### src/rtl/sobel_pkg.sv
// Shared types and constants for the Sobel edge-detection core.
package sobel_pkg;

    // Control FSM states.
    typedef enum logic [2:0] {
        IDLE    = 3'd0,
        ARMED   = 3'd1,
        LOAD    = 3'd2,
        AVAIL   = 3'd3,
        COMPUTE = 3'd4
    } state_e;

    // Signed gradient width: |G| <= 4*255 = 1020 fits in 12 bits signed.
    localparam int GRAD_W = 12;

    // Output magnitude clamp.
    localparam logic [7:0] SAT_MAX = 8'd255;

    // 3x3 kernels, row-major: index = row*3 + col.
    localparam int GX_COEF [9] = '{-1, 0, 1, -2, 0, 2, -1, 0, 1};
    localparam int GY_COEF [9] = '{-1, -2, -1, 0, 0, 0, 1, 2, 1};

    // Clamp an unsigned magnitude to the 8-bit pixel range.
    function automatic logic [7:0] saturate(input logic [GRAD_W-1:0] mag);
        logic [7:0] res;
        if (mag > GRAD_W'(SAT_MAX)) begin
            res = SAT_MAX;
        end else begin
            res = mag[7:0];
        end
        return res;
    endfunction

endpackage

### src/rtl/sobel_kernel3x3.sv
// Combinational 3x3 Sobel operator: |Gx| + |Gy|, saturated to 8 bits.
module sobel_kernel3x3 import sobel_pkg::*; (
    input  logic [8:0][7:0] win_i,
    output logic [7:0]      mag_o
);

    logic signed [GRAD_W-1:0] gx_s;
    logic signed [GRAD_W-1:0] gy_s;
    logic        [GRAD_W-1:0] ax_s;
    logic        [GRAD_W-1:0] ay_s;
    logic        [GRAD_W-1:0] mag_s;

    // Weighted sums over the window, absolute values, then clamp.
    always_comb begin
        gx_s = '0;
        gy_s = '0;
        for (int k = 0; k < 9; k++) begin
            gx_s = gx_s + $signed(GRAD_W'(GX_COEF[k])) * $signed(GRAD_W'(win_i[k]));
            gy_s = gy_s + $signed(GRAD_W'(GY_COEF[k])) * $signed(GRAD_W'(win_i[k]));
        end
        if (gx_s[GRAD_W-1]) begin
            ax_s = GRAD_W'(-gx_s);
        end else begin
            ax_s = GRAD_W'(gx_s);
        end
        if (gy_s[GRAD_W-1]) begin
            ay_s = GRAD_W'(-gy_s);
        end else begin
            ay_s = GRAD_W'(gy_s);
        end
        mag_s = ax_s + ay_s;
        mag_o = saturate(mag_s);
    end

endmodule

### src/rtl/sobel.sv
// Sobel core top: start handshake, frame buffer load, windowed compute, output register.
module sobel import sobel_pkg::*; #(
    parameter int KX_SIZE    = 3,
    parameter int KY_SIZE    = 3,
    parameter int IMG_X_SIZE = 3,
    parameter int IMG_Y_SIZE = 3
) (
    input  logic       clk_i,
    input  logic       rst_i,
    input  logic [7:0] GrayImage_i,
    input  logic       start_i,
    output logic       dataAvailable_o,
    output logic       valid_o,
    output logic [7:0] ProcessedImagePixel_o
);

    localparam int N_IN  = IMG_X_SIZE * IMG_Y_SIZE;
    localparam int OUT_X = IMG_X_SIZE - 2;
    localparam int OUT_Y = IMG_Y_SIZE - 2;
    localparam int AW    = $clog2(N_IN);

    if (KX_SIZE != 3 || KY_SIZE != 3) begin : g_bad_kernel
        $error("sobel: only 3x3 kernels are supported");
    end
    if (IMG_X_SIZE < 3 || IMG_Y_SIZE < 3) begin : g_bad_image
        $error("sobel: image must be at least 3x3");
    end

    state_e          state_q, state_d;
    logic [AW-1:0]   idx_q, idx_d;
    logic [AW-1:0]   row_q, row_d;
    logic [AW-1:0]   col_q, col_d;
    logic            da_q, da_d;
    logic            valid_q, valid_d;
    logic [7:0]      pix_q, pix_d;
    logic            we_s;
    logic [7:0]      buf_q [N_IN];
    logic [8:0][7:0] win_s;
    logic [7:0]      mag_s;

    // Gather the 3x3 window whose top-left corner is (row_q, col_q).
    always_comb begin
        win_s = '0;
        for (int i = 0; i < 3; i++) begin
            for (int j = 0; j < 3; j++) begin
                win_s[i*3+j] = buf_q[AW'((int'(row_q) + i) * IMG_X_SIZE + int'(col_q) + j)];
            end
        end
    end

    sobel_kernel3x3 u_kernel (
        .win_i (win_s),
        .mag_o (mag_s)
    );

    // Next-state, counter and output-register logic.
    always_comb begin
        state_d = state_q;
        idx_d   = idx_q;
        row_d   = row_q;
        col_d   = col_q;
        da_d    = 1'b0;
        valid_d = 1'b0;
        pix_d   = pix_q;
        we_s    = 1'b0;
        case (state_q)
            IDLE: begin
                idx_d = '0;
                row_d = '0;
                col_d = '0;
                if (start_i) begin
                    state_d = ARMED;
                end else begin
                    state_d = IDLE;
                end
            end
            ARMED: begin
                if (!start_i) begin
                    state_d = LOAD;
                end else begin
                    state_d = ARMED;
                end
            end
            LOAD: begin
                we_s = 1'b1;
                if (idx_q == AW'(N_IN - 1)) begin
                    idx_d   = '0;
                    da_d    = 1'b1;
                    state_d = AVAIL;
                end else begin
                    idx_d = idx_q + AW'(1);
                end
            end
            AVAIL: begin
                state_d = COMPUTE;
            end
            COMPUTE: begin
                valid_d = 1'b1;
                pix_d   = mag_s;
                if (col_q == AW'(OUT_X - 1)) begin
                    col_d = '0;
                    if (row_q == AW'(OUT_Y - 1)) begin
                        row_d   = '0;
                        state_d = IDLE;
                    end else begin
                        row_d = row_q + AW'(1);
                    end
                end else begin
                    col_d = col_q + AW'(1);
                end
            end
            default: begin
                state_d = IDLE;
            end
        endcase
    end

    // Control state and registered outputs.
    always_ff @(posedge clk_i or negedge rst_i) begin
        if (!rst_i) begin
            state_q <= IDLE;
            idx_q   <= '0;
            row_q   <= '0;
            col_q   <= '0;
            da_q    <= 1'b0;
            valid_q <= 1'b0;
            pix_q   <= 8'd0;
        end else begin
            state_q <= state_d;
            idx_q   <= idx_d;
            row_q   <= row_d;
            col_q   <= col_d;
            da_q    <= da_d;
            valid_q <= valid_d;
            pix_q   <= pix_d;
        end
    end

    // Frame buffer capture; contents need no reset since every load overwrites it.
    always_ff @(posedge clk_i) begin
        if (we_s) begin
            buf_q[idx_q] <= GrayImage_i;
        end
    end

    assign dataAvailable_o       = da_q;
    assign valid_o               = valid_q;
    assign ProcessedImagePixel_o = pix_q;

endmodule

### config.mk
export PLATFORM = sky130hd
export DESIGN_NAME = sobel
export DESIGN_NICKNAME = d
export VERILOG_FILES = /design/src/rtl/sobel_pkg.sv /design/src/rtl/sobel_kernel3x3.sv /design/src/rtl/sobel.sv
export SDC_FILE = /design/constraint.sdc
export NUM_CORES = 1
export LEC_CHECK = 0
export ABC_CLOCK_PERIOD_IN_PS = 13600
export CAP_MARGIN = 20
export CORE_MARGIN = 3
export CORE_UTILIZATION = 45
export CTS_BUF_LIST = sky130_fd_sc_hd__clkbuf_4
export DETAILED_ROUTE_END_ITERATION = 8
export PLACE_DENSITY_LB_ADDON = 0.25
export SKIP_CTS_REPAIR_TIMING = 1
export SLEW_MARGIN = 20
export SYNTH_ARGS = -nofsm -noshare
export SYNTH_HDL_FRONTEND = slang
export SYNTH_SLANG_ARGS = --single-unit
### constraint.sdc
create_clock -name clk_i -period 13.6 [get_ports clk_i]
set_input_delay 1.36 -clock clk_i [delete_from_list [all_inputs] [get_ports clk_i]]
set_output_delay 1.36 -clock clk_i [all_outputs]
set_load 0.05 [all_outputs]
==> run_results.csv, run 1 <==
group,metric,value,unit
synth,synth_area_leader_cell,"edfxtp_1",
detailed_routing,drcViolationCount,0,
placed_design,hpwl,21.49,mm
clock_tree,tritoncts,"done",
setup_path,cpPeakStageDelay,0.79,ns
clock_tree,numClockSinks,97,
global_route,gr-total-overflow,0,
placed_design,port_buffers,20,
setup_path,cp-start-kind,"flop",
floorplan,die_area,0.02798,sq mm
synth,synth_nets,1186,
global_route,grt_pass1_vias,7918,
clock_tree,cts_root_buffer,"clkbuf_4",
sta,hold_violations,0,
status,status,"completed",
sta,period_needed,11.01,ns
clock_tree,cts_made_buffers,9,
placed_design,place_area,0.01221,sq mm
synth,synth_ff_type,"edfxtp_1",
sta,fmax,0.09081,GHz
sta,setup_viol,0,
layout,post-route-util,0.4875,
detailed_routing,dr.pass1.iters,5,
synth,yosys-top-cells-area,"edfxtp_1, mux4_2, fa_1",
setup_path,cp-end-kind,"flop",
detailed_routing,routedWlPerCell,20.05,microns
synth,synth_common_cells,"inv_1, mux4_2, edfxtp_1, fa_1, ha_1",
synth,async_flop_share,0.2577,
synth,seq_area_frac_synth,0.2382,
floorplan,rows,58,
setup_path,crit_fanout,31,
placed_design,place.gp.congestion,0.9238,
clock_tree,cts_htree_levels,3,
clock_tree,clkTransAtPathRegs,0.20,ns
synth,yosysMostFrequentCell,"inv_1",
setup_path,arrival,11.42,ns
global_route,grt_usage,0.1997,
global_route,grt_pass1_wl,44.34,mm
clock_tree,clockBufferDepth,2,
setup_path,setup.worst_path.class,"reg -> reg",
floorplan,placeableCoreArea,0.02540,sq mm
power,power-per-cell-area,190.0,mW/mm^2
floorplan,die_w,167.3,microns
sta,relSlewSlack,0.2150,
synth,ys_warn_count,0,
worst_hold_path,hold_class,"reg -> reg",
layout,drive_gt1_frac,0.1832,
detailed_routing,drtIter0Drc,702,
job,cap_violations,0,
detailed_routing,antenna_left,0,
sta,layout_setup_ws,2.588,ns
synth,synth.cell_area,0.01170,sq mm
placed_design,post-place-ws,2.418,ns
synth,synth_top_area_frac,0.1847,
floorplan,io_pins,21,
sta,rsz0062_at_grt,"no",
synth,synthCells,1033,
layout,nFillCells,2289,
power,vdd_drop_max,0.0002771,V
layout,final_nets,1185,
sta,skew,0.03834,ns
synth,synth_edf_count,72,
global_route,antenna_found_initial,1,
synth,synth_cell_types,69,
global_route,grt_max_degree,65,
sta,worst_pin_slew,1.172,ns
sta,setup_tns,0,ns
setup_path,crit_slowest_cell,"ha_1",
synth,synth.ff_latch_count,97,
detailed_routing,avgViaCountPerCell,5.828,
synth,synth.avg_cell_area,11.33,sq um
layout,stdcell_area,0.01238,sq mm
sta,period_share,0.8097,
clock_tree,clk_latency,0.51,ns
detailed_routing,vias,7973,
setup_path,crit_required,14.00,ns
floorplan,die_y,167.3,microns
detailed_routing,wl,27.44,mm
floorplan,initial_utilization,0.4608,
layout,syn2layout_area_growth,5.783,%
power,p_leak,5.083,nW
sta,final_max_slew_viol_count,0,
-- where the power goes --
group	internal [mW]	total [mW]	leakage, nW	switching [mW]
logic	0.812	1.80	4.04	0.986
registers	0.346	0.372	0.960	0.0256
clock network	0.0618	0.183	0.0877	0.121
-- layout make-up --
type                            instances  area [sq um]  area share
Clock inverter                          7         95.09    0.007680
Timing Repair Buffer                   32         290.3     0.02344
Tap cell                              330         412.9     0.03335
Inverter                              110         412.9     0.03335
Multi-Input combinational cell        782          8313      0.6714
Clock buffer                            9         67.56    0.005457
Sequential cell                        97          2788      0.2251
Antenna cell                            1         2.502   0.0002021
-- critical path, delay by kind of cell, from the launching register on --
kind | cells | cell delay [ns]
AOI/OAI and AO/OA | 12 | 2.45
adders and majority gates | 7 | 3.43
and+or+nand+nor | 6 | 1.39
DFF | 1 | 0.56
muxes | 4 | 1.39
buffers and inverters | 4 | 0.72
xor gates and xnor gates | 2 | 0.93
-- state kept, by name, indices dropped and copies added, names as in the netlist --
| signal | count |
|---|---|
| ProcessedImagePixel_o | 8 |
| buf_q | 72 |
| col_q | 4 |
| dataAvailable_o | 1 |
| idx_q | 4 |
| row_q | 4 |
| state_q | 3 |
| valid_o | 1 |
-- cell usage in the layout (no fill, tap or decap), types with 10 or more instances in the layout --
| master | n |
|---|---|
| dfrtp_1 | 25 |
| mux4_2 | 88 |
| xnor2_1 | 55 |
| and2_1 | 12 |
| inv_1 | 109 |
| a21oi_1 | 31 |
| xor2_1 | 23 |
| ha_1 | 70 |
| fa_1 | 70 |
| clkdlybuf4s50_1 | 20 |
| mux2_2 | 49 |
| nor2_1 | 63 |
| edfxtp_1 | 72 |
| or3_1 | 10 |
| nand2_1 | 59 |
| nand3_1 | 18 |
| buf_4 | 12 |
| nor3_1 | 17 |
| mux2i_1 | 60 |
| o21ai_0 | 39 |
-- path summary, 6_finish.rpt --
check                         start                       end  slack [ns]  cells past startpoint
hold reg to reg            row_q[3]                  row_q[3]        0.55                      1
hold / removal             row_q[3]                  row_q[3]        0.55                      1
min in group asynchronous     rst_i  ProcessedImagePixel_o[1]        1.18                      2
setup reg to reg           row_q[0]  ProcessedImagePixel_o[6]        2.59                     35
setup / recovery           row_q[0]  ProcessedImagePixel_o[6]        2.59                     35
max in group asynchronous     rst_i           dataAvailable_o       12.15                      2
-- metrics by stage --
stage / std cells / power, mW / hold slack (ns)
final: 1368 / 2.352 / 0.5510
after global routing: 1368 / 2.615 / 0.5703
after CTS: 1367 / 2.368 / 0.5600
after detailed placement: 1351 / 2.175 / 0.5350
after global placement: 1351 / 2.161 / 0.5455
after floorplan: 1033 / 1.853 / 0.4870
-- cells by family (layout without fill, tap and decap cells) --
group                    Yosys count  in the layout  synth area share
AO/OA/AOI/OAI                    127            127           0.07333
XOR/XNOR                          84             84           0.06531
multiplexers                     201            201            0.2745
adder cells (fa/ha/maj)          142            142            0.1973
flip-flops                        97             97            0.2382
buffers and inverters            154            158           0.05484
AND/OR/NAND/NOR                  228            228           0.09653
other                              0              1                 0
-- routing by layer --
metal / GRT usage / up-vias / share of wire
li1: - / 3755 / -
met4: 0.03344 / 0 / 0.012
met5: 0 / - / 0
met1: 0.2967 / 3942 / 0.47
met2: 0.3186 / 253 / 0.47
met3: 0.03022 / 23 / 0.055
Note: power is estimated with default switching activity, not from simulation.
==> run 2: changes to the inputs <==
--- a/config.mk
+++ b/config.mk
@@ -5,7 +5,7 @@
 export SDC_FILE = /design/constraint.sdc
 export NUM_CORES = 1
 export LEC_CHECK = 0
-export ABC_CLOCK_PERIOD_IN_PS = 13600
+export ABC_CLOCK_PERIOD_IN_PS = 11400
 export CAP_MARGIN = 20
 export CORE_MARGIN = 3
 export CORE_UTILIZATION = 45
==> constraint.sdc (replaced) <==
create_clock -name clk_i -period 11.4 [get_ports clk_i]
set_input_delay 1.14 -clock clk_i [delete_from_list [all_inputs] [get_ports clk_i]]
set_output_delay 1.14 -clock clk_i [all_outputs]
set_load 0.05 [all_outputs]
==> run_results.csv, run 2 (synthesis gave the netlist of run 1 again) <==
group,metric,value,unit
global_route,grt_pass1_wl,44.63,mm
sta,hold_violations,0,
setup_path,path_buf_inv,3,
setup_path,regToRegSetupSlack,1.06,ns
layout,mostFrequentLayoutCells,"inv_1, mux4_2, edfxtp_1",
global_route,antenna_found_initial,1,
setup_path,cp-start-kind,"flop",
detailed_routing,avgViaCountPerCell,5.791,
sta,rsz0062_at_grt,"no",
power,power.total,2.806,mW
layout,final_common_cell,"inv_1",
setup_path,crit_family,"adder cells",
layout,stdcell_area,0.01247,sq mm
setup_path,cpMostUsedCell,"fa_1",
clock_tree,clockBufferDepth,2,
clock_tree,clkTransAtPathRegs,0.20,ns
detailed_routing,antenna_left,0,
placed_design,port_buffers,20,
placed_design,place.gp.congestion,0.9230,
setup_path,crit_fanout,10,
sta,period_needed,10.34,ns
detailed_routing,dr.pass1.iters,5,
sta,relSlewSlack,0.4541,
worst_hold_path,hold_path_end,"row_q[3]",
floorplan,die_area,0.02798,sq mm
layout,syn2layout_area_growth,6.521,%
power,vdd_drop_max,0.0004178,V
status,status,"completed",
power,p_leak,5.135,nW
sta,setup_viol,0,
setup_path,r2r_end,"ProcessedImagePixel_o[7]",
detailed_routing,drtIter0Drc,520,
clock_tree,clk_latency,0.52,ns
setup_path,reg2reg_from,"row_q[0]",
sta,worst_pin_slew,0.8179,ns
placed_design,placed_cells,1362,
layout,regMostFlops,"buf_q",
global_route,grt_usage,0.1992,
setup_path,setup.worst_path.class,"reg -> reg",
sta,setup_tns,0,ns
sta,fmax,0.09671,GHz
sta,skew,0.03793,ns
job,cap_violations,0,
setup_path,r2r_cells,34,
global_route,grt_pass1_vias,8104,
floorplan,die_y,167.3,microns
detailed_routing,routedWlPerCell,19.72,microns
placed_design,place_area,0.01228,sq mm
power,power-per-cell-area,225.1,mW/mm^2
global_route,gr-total-overflow,0,
floorplan,io_pins,21,
layout,final_nets,1196,
setup_path,crit_required,11.81,ns
setup_path,cp_num_cells,34,
setup_path,crit_slowest_cell,"fa_2",
worst_hold_path,hold_start,"row_q[3]",
worst_hold_path,hold_class,"reg -> reg",
detailed_routing,vias,7986,
layout,fin_cells,1379,
sta,worst_hold_slack,0.5735,ns
setup_path,arrival,10.75,ns
floorplan,initial_utilization,0.4608,
worst_hold_path,min_path_cells,1,
sta,final_max_slew_viol_count,0,
clock_tree,cts_made_buffers,9,
floorplan,rows,58,
floorplan,die_w,167.3,microns
global_route,grt_max_degree,57,
floorplan,placeableCoreArea,0.02540,sq mm
clock_tree,cts_root_buffer,"clkbuf_4",
sta,period_share,0.9070,
setup_path,cpPeakStageDelay,0.78,ns
clock_tree,cts_htree_levels,3,
clock_tree,numClockSinks,97,
layout,drive_gt1_frac,0.1927,
detailed_routing,drcViolationCount,0,
setup_path,cp-end-kind,"flop",
placed_design,hpwl,21.88,mm
clock_tree,tritoncts,"done",
layout,largest_reg_flops,72,
detailed_routing,wl,27.19,mm
[run 2: layer usage]
layer / wire, microns / global-route usage / up-vias
li1: - / - / 3781
met1: 12800 / 0.2938 / 3989
met4: 274 / 0.03557 / 0
met3: 1273 / 0.03258 / 16
met5: 0 / 0 / -
met2: 12850 / 0.3172 / 200
[run 2: area by class of cell]
type / instances / area [sq um]
Clock buffer: 9 / 67.56
Clock inverter: 7 / 97.59
Inverter: 110 / 412.9
Sequential cell: 97 / 2789
Tap cell: 330 / 412.9
Timing Repair Buffer: 43 / 376.6
Antenna cell: 1 / 2.502
Fill cell: 2313 / 12930
Multi-Input combinational cell: 782 / 8309
[run 2: worst max-delay path by stage]
stage                   from                       end  slack (ns)
floorplan           row_q[1]  ProcessedImagePixel_o[2]        1.47
global placement    row_q[1]  ProcessedImagePixel_o[6]        0.70
detailed placement  row_q[1]  ProcessedImagePixel_o[6]        0.54
CTS                 row_q[1]  ProcessedImagePixel_o[6]        0.47
global route        row_q[0]  ProcessedImagePixel_o[7]        0.17
finish              row_q[0]  ProcessedImagePixel_o[7]        1.06
[run 2: through the flow]
stage,setup WS [ns],util
finish,1.060,0.4909
global route,0.1737,0.4909
CTS,0.4690,0.4900
detailed placement,0.5444,0.4835
global placement,0.6989,0.4835
floorplan,1.468,-
[run 2: power breakdown]
part	switching [mW]	internal, mW
Clock	0.146	0.0740
Sequential	0.0295	0.413
Combinational	1.17	0.974
Total	1.35	1.46
